File: src/rtl/inj_scheduler_if.sv
// ---------------------------------------------------------------------------
// inj_scheduler_if
// Bundles the control, configuration and injector-drive signals of the
// injector scheduler so the host/engine side and the scheduler share one
// connection.
//
// Signals:
//   en          global injection enable
//   sync_valid  engine position is known
//   trigger     one-cycle strobe marking a new eng_phase value
//   eng_phase   current engine phase
//   mode        0 = batch, 1 = sequential
//   cfg_we      config write strobe
//   cfg_addr    config register address
//   cfg_wdata   config write data
//   inj_out     injector drive, bit i = channel i
//   busy        channel i pulse in progress
//   overlap_err sticky overlap flag
//
// Modports: master drives control/config and observes outputs,
//           slave is the scheduler side.
// ---------------------------------------------------------------------------
interface inj_scheduler_if #(
   parameter int N_CH = 4
);
   logic              en;
   logic              sync_valid;
   logic              trigger;
   logic [15:0]       eng_phase;
   logic              mode;
   logic              cfg_we;
   logic [2:0]        cfg_addr;
   logic [31:0]       cfg_wdata;
   logic [N_CH-1:0]   inj_out;
   logic [N_CH-1:0]   busy;
   logic              overlap_err;

   modport master (
      output en, sync_valid, trigger, eng_phase, mode,
             cfg_we, cfg_addr, cfg_wdata,
      input  inj_out, busy, overlap_err
   );

   modport slave (
      input  en, sync_valid, trigger, eng_phase, mode,
             cfg_we, cfg_addr, cfg_wdata,
      output inj_out, busy, overlap_err
   );
endinterface

File: src/rtl/inj_scheduler.sv
// ---------------------------------------------------------------------------
// inj_scheduler
// Sequences fuel-injector pulses for N_CH channels from the shared engine
// phase tracker. A small config register file holds the pulse width and a
// start phase per channel. Sequential mode fires each channel at its own
// start phase once per engine cycle; batch mode fires all channels together
// at start_phase[0] and half an engine cycle later.
//
// Ports:
//   clk    system clock
//   rst_n  synchronous reset, active low
//   bus    inj_scheduler_if.slave (control, config, inj_out/busy/overlap_err)
//
// Config map (write only):
//   0       pulse width in clk cycles
//   1..N_CH start phase of channel addr-1 (bits 15:0)
//   7       clear overlap_err
// ---------------------------------------------------------------------------
module inj_scheduler #(
   parameter int N_CH      = 4,
   parameter int PHASE_MAX = 719
) (
   input  logic               clk,
   input  logic               rst_n,
   inj_scheduler_if.slave     bus
);

   typedef enum logic {
      IDLE = 1'b0,
      ON   = 1'b1
   } chState_e;

   localparam int          PHASE_MOD   = PHASE_MAX + 1;
   localparam int          HALF        = PHASE_MOD / 2;
   localparam logic [16:0] PHASE_MOD17 = 17'(PHASE_MOD);
   localparam logic [16:0] HALF17      = 17'(HALF);
   localparam logic [15:0] PHASE_MAX16 = 16'(PHASE_MAX);

   logic [31:0] pw_q;
   logic [15:0] startPhase_q [N_CH];
   chState_e    state_q      [N_CH];
   logic [31:0] pwLat_q      [N_CH];
   logic [31:0] cnt_q        [N_CH];
   logic        overlapErr_q;

   logic            runOk;
   logic            startOk;
   logic [16:0]     p2Sum;
   logic [15:0]     p2;
   logic            batchHit;
   logic [N_CH-1:0] startReq;
   logic [N_CH-1:0] onMask;
   logic            overlapHit;

   // Decide which channels are asked to start this cycle. Batch mode uses
   // start_phase[0] and the point half an engine cycle away (wrapped), and a
   // start phase beyond the engine cycle can never match in either mode.
   // A request landing on a channel that is already ON is an overlap.
   always_comb begin
      runOk    = bus.en & bus.sync_valid;
      startOk  = bus.trigger & runOk & (pw_q != 32'd0);
      p2Sum    = {1'b0, startPhase_q[0]} + HALF17;
      p2       = (p2Sum >= PHASE_MOD17) ? 16'(p2Sum - PHASE_MOD17) : p2Sum[15:0];
      batchHit = (startPhase_q[0] <= PHASE_MAX16) &&
                 ((bus.eng_phase == startPhase_q[0]) || (bus.eng_phase == p2));
      startReq = '0;
      onMask   = '0;
      for (int i = 0; i < N_CH; i++) begin
         onMask[i] = (state_q[i] == ON);
         if (bus.mode) begin
            startReq[i] = startOk && (startPhase_q[i] <= PHASE_MAX16) &&
                          (bus.eng_phase == startPhase_q[i]);
         end else begin
            startReq[i] = startOk && batchHit;
         end
      end
      overlapHit = |(startReq & onMask);
   end

   // Config writes, the sticky overlap flag and every channel's IDLE/ON
   // state machine live here. The overlap set is written after the clear so
   // a same-cycle set wins. Losing en or sync_valid aborts every pulse; a
   // start latches the pw value from before any same-cycle pw write.
   always_ff @(posedge clk) begin
      if (!rst_n) begin
         pw_q         <= 32'd0;
         overlapErr_q <= 1'b0;
         for (int i = 0; i < N_CH; i++) begin
            startPhase_q[i] <= 16'd0;
            state_q[i]      <= IDLE;
            pwLat_q[i]      <= 32'd0;
            cnt_q[i]        <= 32'd0;
         end
      end else begin
         if (bus.cfg_we) begin
            if (bus.cfg_addr == 3'd0) begin
               pw_q <= bus.cfg_wdata;
            end
            for (int i = 0; i < N_CH; i++) begin
               if (bus.cfg_addr == 3'(i + 1)) begin
                  startPhase_q[i] <= bus.cfg_wdata[15:0];
               end
            end
            if (bus.cfg_addr == 3'd7) begin
               overlapErr_q <= 1'b0;
            end
         end
         if (overlapHit) begin
            overlapErr_q <= 1'b1;
         end

         for (int i = 0; i < N_CH; i++) begin
            if (!runOk) begin
               state_q[i] <= IDLE;
            end else begin
               case (state_q[i])
                  IDLE: begin
                     if (startReq[i]) begin
                        state_q[i] <= ON;
                        pwLat_q[i] <= pw_q;
                        cnt_q[i]   <= 32'd1;
                     end
                  end
                  ON: begin
                     if (cnt_q[i] == pwLat_q[i]) begin
                        state_q[i] <= IDLE;
                     end else begin
                        cnt_q[i] <= cnt_q[i] + 32'd1;
                     end
                  end
                  default: state_q[i] <= IDLE;
               endcase
            end
         end
      end
   end

   // Outputs come straight from registered state, so they are glitch-free.
   always_comb begin
      bus.inj_out     = onMask;
      bus.busy        = onMask;
      bus.overlap_err = overlapErr_q;
   end

endmodule

File: src/flat_wrapper.sv
// flat-port wrapper written by rule: the top's interface ports become plain ports
module inj_scheduler_flat 
#(
   parameter int N_CH      = 4,
   parameter int PHASE_MAX = 719
)
  (clk, rst_n, bus_en, bus_sync_valid, bus_trigger, bus_eng_phase, bus_mode, bus_cfg_we, bus_cfg_addr, bus_cfg_wdata, bus_inj_out, bus_busy, bus_overlap_err);
  inj_scheduler_if #(.N_CH(N_CH)) bus_i ();
  input  logic clk;
  input  logic rst_n;
  input wire logic [$bits(bus_i.en)-1:0] bus_en;
  input wire logic [$bits(bus_i.sync_valid)-1:0] bus_sync_valid;
  input wire logic [$bits(bus_i.trigger)-1:0] bus_trigger;
  input wire logic [$bits(bus_i.eng_phase)-1:0] bus_eng_phase;
  input wire logic [$bits(bus_i.mode)-1:0] bus_mode;
  input wire logic [$bits(bus_i.cfg_we)-1:0] bus_cfg_we;
  input wire logic [$bits(bus_i.cfg_addr)-1:0] bus_cfg_addr;
  input wire logic [$bits(bus_i.cfg_wdata)-1:0] bus_cfg_wdata;
  output wire logic [$bits(bus_i.inj_out)-1:0] bus_inj_out;
  output wire logic [$bits(bus_i.busy)-1:0] bus_busy;
  output wire logic [$bits(bus_i.overlap_err)-1:0] bus_overlap_err;
  assign bus_i.en = bus_en;
  assign bus_i.sync_valid = bus_sync_valid;
  assign bus_i.trigger = bus_trigger;
  assign bus_i.eng_phase = bus_eng_phase;
  assign bus_i.mode = bus_mode;
  assign bus_i.cfg_we = bus_cfg_we;
  assign bus_i.cfg_addr = bus_cfg_addr;
  assign bus_i.cfg_wdata = bus_cfg_wdata;
  assign bus_inj_out = bus_i.inj_out;
  assign bus_busy = bus_i.busy;
  assign bus_overlap_err = bus_i.overlap_err;
  inj_scheduler #(.N_CH(N_CH), .PHASE_MAX(PHASE_MAX)) u_core (.clk(clk), .rst_n(rst_n), .bus(bus_i));
endmodule
File: config.mk
export PLATFORM = sky130hd
export DESIGN_NAME = inj_scheduler_flat
export DESIGN_NICKNAME = d
export VERILOG_FILES = /design/src/rtl/inj_scheduler_if.sv /design/src/rtl/inj_scheduler.sv /design/src/flat_wrapper.sv
export SDC_FILE = /design/constraint.sdc
export NUM_CORES = 1
export LEC_CHECK = 0
export ABC_CLOCK_PERIOD_IN_PS = 6300
export BUFFER_PORTS_ARGS = -buffer_cell sky130_fd_sc_hd__buf_2
export CORE_MARGIN = 3
export CORE_UTILIZATION = 57
export DETAILED_ROUTE_END_ITERATION = 7
export PLACE_DENSITY = 0.77
export SETUP_SLACK_MARGIN = 0.15
export SLEW_MARGIN = 10
export SYNTH_ARGS = -nofsm -noshare
export SYNTH_HDL_FRONTEND = slang
export SYNTH_SLANG_ARGS = --single-unit
File: constraint.sdc
create_clock -name clk -period 6.3 [get_ports clk]
set_clock_uncertainty 0.05 [all_clocks]
set_input_delay 0 -clock clk [delete_from_list [all_inputs] [get_ports clk]]
set_output_delay 0 -clock clk [all_outputs]
set_load 0.1 [all_outputs]
==> summary.md <==
| Metric | Value |
|---|---|
| Yosys top cell area share | `49.8%` |
| Via count | `13.8k` |
| Crit path time final | `5.13 ns` |
| Slack of the critical path | `1.17 ns` |
| Post-synth top area cell | `edfxtp_1` |
| Sequential area share after synthesis | `53.5%` |
| Die ar. | `36200 um^2` |
| Crit path kind | `register to register` |
| Max stage delay on crit path | `0.80 ns` |
| CTS max path bufs | `3` |
| Crit. End Element | `register` |
| Synth async-reset ratio | `0%` |
| Layout cells sized above 1 | `14.7%` |
| Top achievable clock speed | `195 MHz` |
| Die Y | `190 um` |
| Slowest CP cell | `a22oi_1` |
| WL final | `49.5 mm` |
| Worst Tran Pin Value | `1.06 ns` |
| Yosys reg bits | `357` |
| CTS root buf | `clkbuf_16` |
| Ys flop type | `edfxtp_1` |
| Synthesized cell area | `19400 um^2` |
| Initial antenna violation count | `0` |
| Worst-path maximum fanout | `19` |
| Rel. slew slack | `28.5%` |
| Slew Limit Fails | `0` |
| Worst Path Arrival | `5.30 ns` |
| Finished layout cell area | `21800 um^2` |
| DRT Pass-1 Iters | `5` |
| CORE AREA | `33000 um^2` |
| Dpl hpwl | `32.8 mm` |
| Synthesis-to-finish area growth | `12.7%` |
| Top post-synthesis cells by count | `321 x edfxtp_1, 232 x xor2_1, 162 x nor2_1` |
| Final GP Congestion | `0.907` |
| I/O Pins | `67` |
| Pwr dens | `264 nW/um^2` |
| TritonCTS clock tree | `yes` |
| Number of global-route vias before repair | `13.6k` |
| Crit-path cells | `ha_1, o31a_1, nor4_1, a32oi_1, a22oi_1, a21oi_1, o31a_1, nor4_2, a221oi_1, buf_4, nor2_2, buf_4` |
| WHS | `0.0373 ns` |
| Post-route ant nets | `0` |
| First-pass GRT wire length | `76.8 mm` |
| Max Cap Viol | `0` |
| Unrepaired setup endpoints after global routing | `false` |
| Ys Warns | `0` |
| Die width | `190 um` |
| CP Launch Type | `register` |
| Final setup viols | `0` |
| I/O Buffers | `66` |
| Number of vias per cell | `6.09` |
| CTS resizes | `0` |
| Largest net degree at the start of global routing | `42` |
| Syn nets | `1770` |
| Outcome | `completed` |
| Reg2reg setup slack | `1.17 ns` |
| Post-Syn Area per Cell | `11.4 um^2` |
| EDFF count, synth | `321` |
| Most frequent cell after synthesis | `edfxtp_1` |
| Setup_tns | `0 ns` |
| GRT overflow | `0` |
| Max VDD drop | `269 uV` |
| CP Data Required Time | `6.47 ns` |
| Tcrit/Tclk final | `81.5%` |
| Lkg Pwr | `7.31 nW` |
| Worst-path clk slew | `0.06 ns` |
| CTS Buf Count | `39` |
| Gate Count Post-Synth | `1705` |
| Post-synth cell types | `73` |
| Placed Area | `20000 um^2` |
| Place WS | `1.26 ns` |
| Gr usage total | `27.4%` |
| Clock Sinks | `357` |
| WL/cell | `21.9 um` |
| Post-route DRC | `0` |
| Initial Util | `58.6%` |
| Post-layout net count | `1853` |
| Worst-Skew Late Latency | `0.55 ns` |
| Worst hold-check path type | `primary input to register` |
| Row cnt | `66` |
| 1st-iter DRT viols | `1351` |
| Largest cells by area after synthesis | `edfxtp_1 50%, xor2_1 10%, nor3b_2 4.3%, dfxtp_1 3.7%, nor2_1 3.1%` |
| H-tree depth | `2` |
| Final Hold Viols | `0` |
| Fillers | `2431` |
-- cell families (layout without fill, tap and decap cells) --
| group | count (synthesis) | after routing | synth area share (%) |
|---|---|---|---|
| muxes | 3 | 3 | 0.162 |
| AOI/OAI and AO/OA | 164 | 164 | 5.78 |
| DFF | 357 | 357 | 53.5 |
| other | 0 | 2 | 0 |
| and+or+nand+nor | 761 | 761 | 23.6 |
| adders and majority gates | 7 | 7 | 0.452 |
| buffers and inverters | 116 | 229 | 2.94 |
| xor gates and xnor gates | 297 | 297 | 13.5 |
-- through the flow --
stage	power, mW	utilization [%]	instances
2_1_floorplan	3.21	-	1705
5_1_grt	5.95	66.0	2260
3_5_place_dp	3.38	60.6	2144
4_1_cts	5.77	66.0	2260
6_report	5.77	66.1	2262
3_3_place_gp	3.37	60.6	2144
-- critical path: cells and delay by family (launching register included) --
family	cells	cell delay, ns
DFF	1	0.52
buffers and inverters	2	0.61
adders and majority gates	1	0.34
AOI/OAI and AO/OA	6	1.97
and+or+nand+nor	3	1.30
-- layout make-up --
class	instances	area (um^2)	share of cell area, %
diodes	2	5.00	0.0229
clock buffers	46	1040	4.78
clock inverters	25	313	1.43
inverters	23	86.3	0.396
multi-input cells	1232	8490	38.9
flip-flops and latches	357	10400	47.5
well taps	442	553	2.53
repair buffers	135	973	4.46
-- cells in the final DEF, fill, tap and decap left out, types with 29 or more instances in the layout --
cell and instances:
xnor2_1 63, nor2_1 159, clkbuf_16 40, edfxtp_1 321, nand3_1 55, nor4_1 57
and2_1 74, dfxtp_1 35, o21ai_0 29, nor3b_2 66, a21oi_1 54, nand2_1 145
nand4_1 38, nor3b_1 31, xor2_1 232, dlygate4sd3_1 45, buf_2 66
-- layer usage --
| layer | up-vias | wire length, um | track usage, % |
|---|---|---|---|
| met1 | 6732 | 20100 | 36.7 |
| li1 | 6329 | - | - |
| met5 | - | 0 | 0 |
| met4 | 0 | 2250 | 11.6 |
| met2 | 583 | 23400 | 44.6 |
| met3 | 133 | 3780 | 4.50 |
-- worst paths after layout --
path	start	end	cells after the start
setup / recovery	u_core.startPhase_q[0][3]$_SDFFCE_PN0P_	u_core.pwLat_q[1][11]$_SDFFCE_PN0P_	12
hold / removal	bus_sync_valid	u_core.state_q[3]$_SDFFCE_PP0P_	4
setup reg to reg	u_core.startPhase_q[0][3]$_SDFFCE_PN0P_	u_core.pwLat_q[1][11]$_SDFFCE_PN0P_	12
hold reg to reg	u_core.pw_q[7]$_SDFFE_PN0P_	u_core.pw_q[7]$_SDFFE_PN0P_	2
-- registers in the layout, summed over array words and instances (netlist names) --
register / count
u_core.state_q: 4
u_core.pwLat_q: 128
u_core.startPhase_q: 64
u_core.pw_q: 32
u_core.cnt_q: 128
u_core.bus.overlap_err: 1
-- power breakdown --
part	switching [mW]	leakage (nW)	internal [mW]
clock network	0.958	0.660	1.44
logic	0.326	3.14	0.194
registers	0.138	3.52	2.71
total	1.42	7.31	4.34
-- what timing repair did --
item,4_1_cts,5_1_grt
hold buffers,45,0
setup endpoints to repair,0,0
endpoints found under the hold margin,96,0
setup buffers,0,0
(Power assumes the default switching activity.)
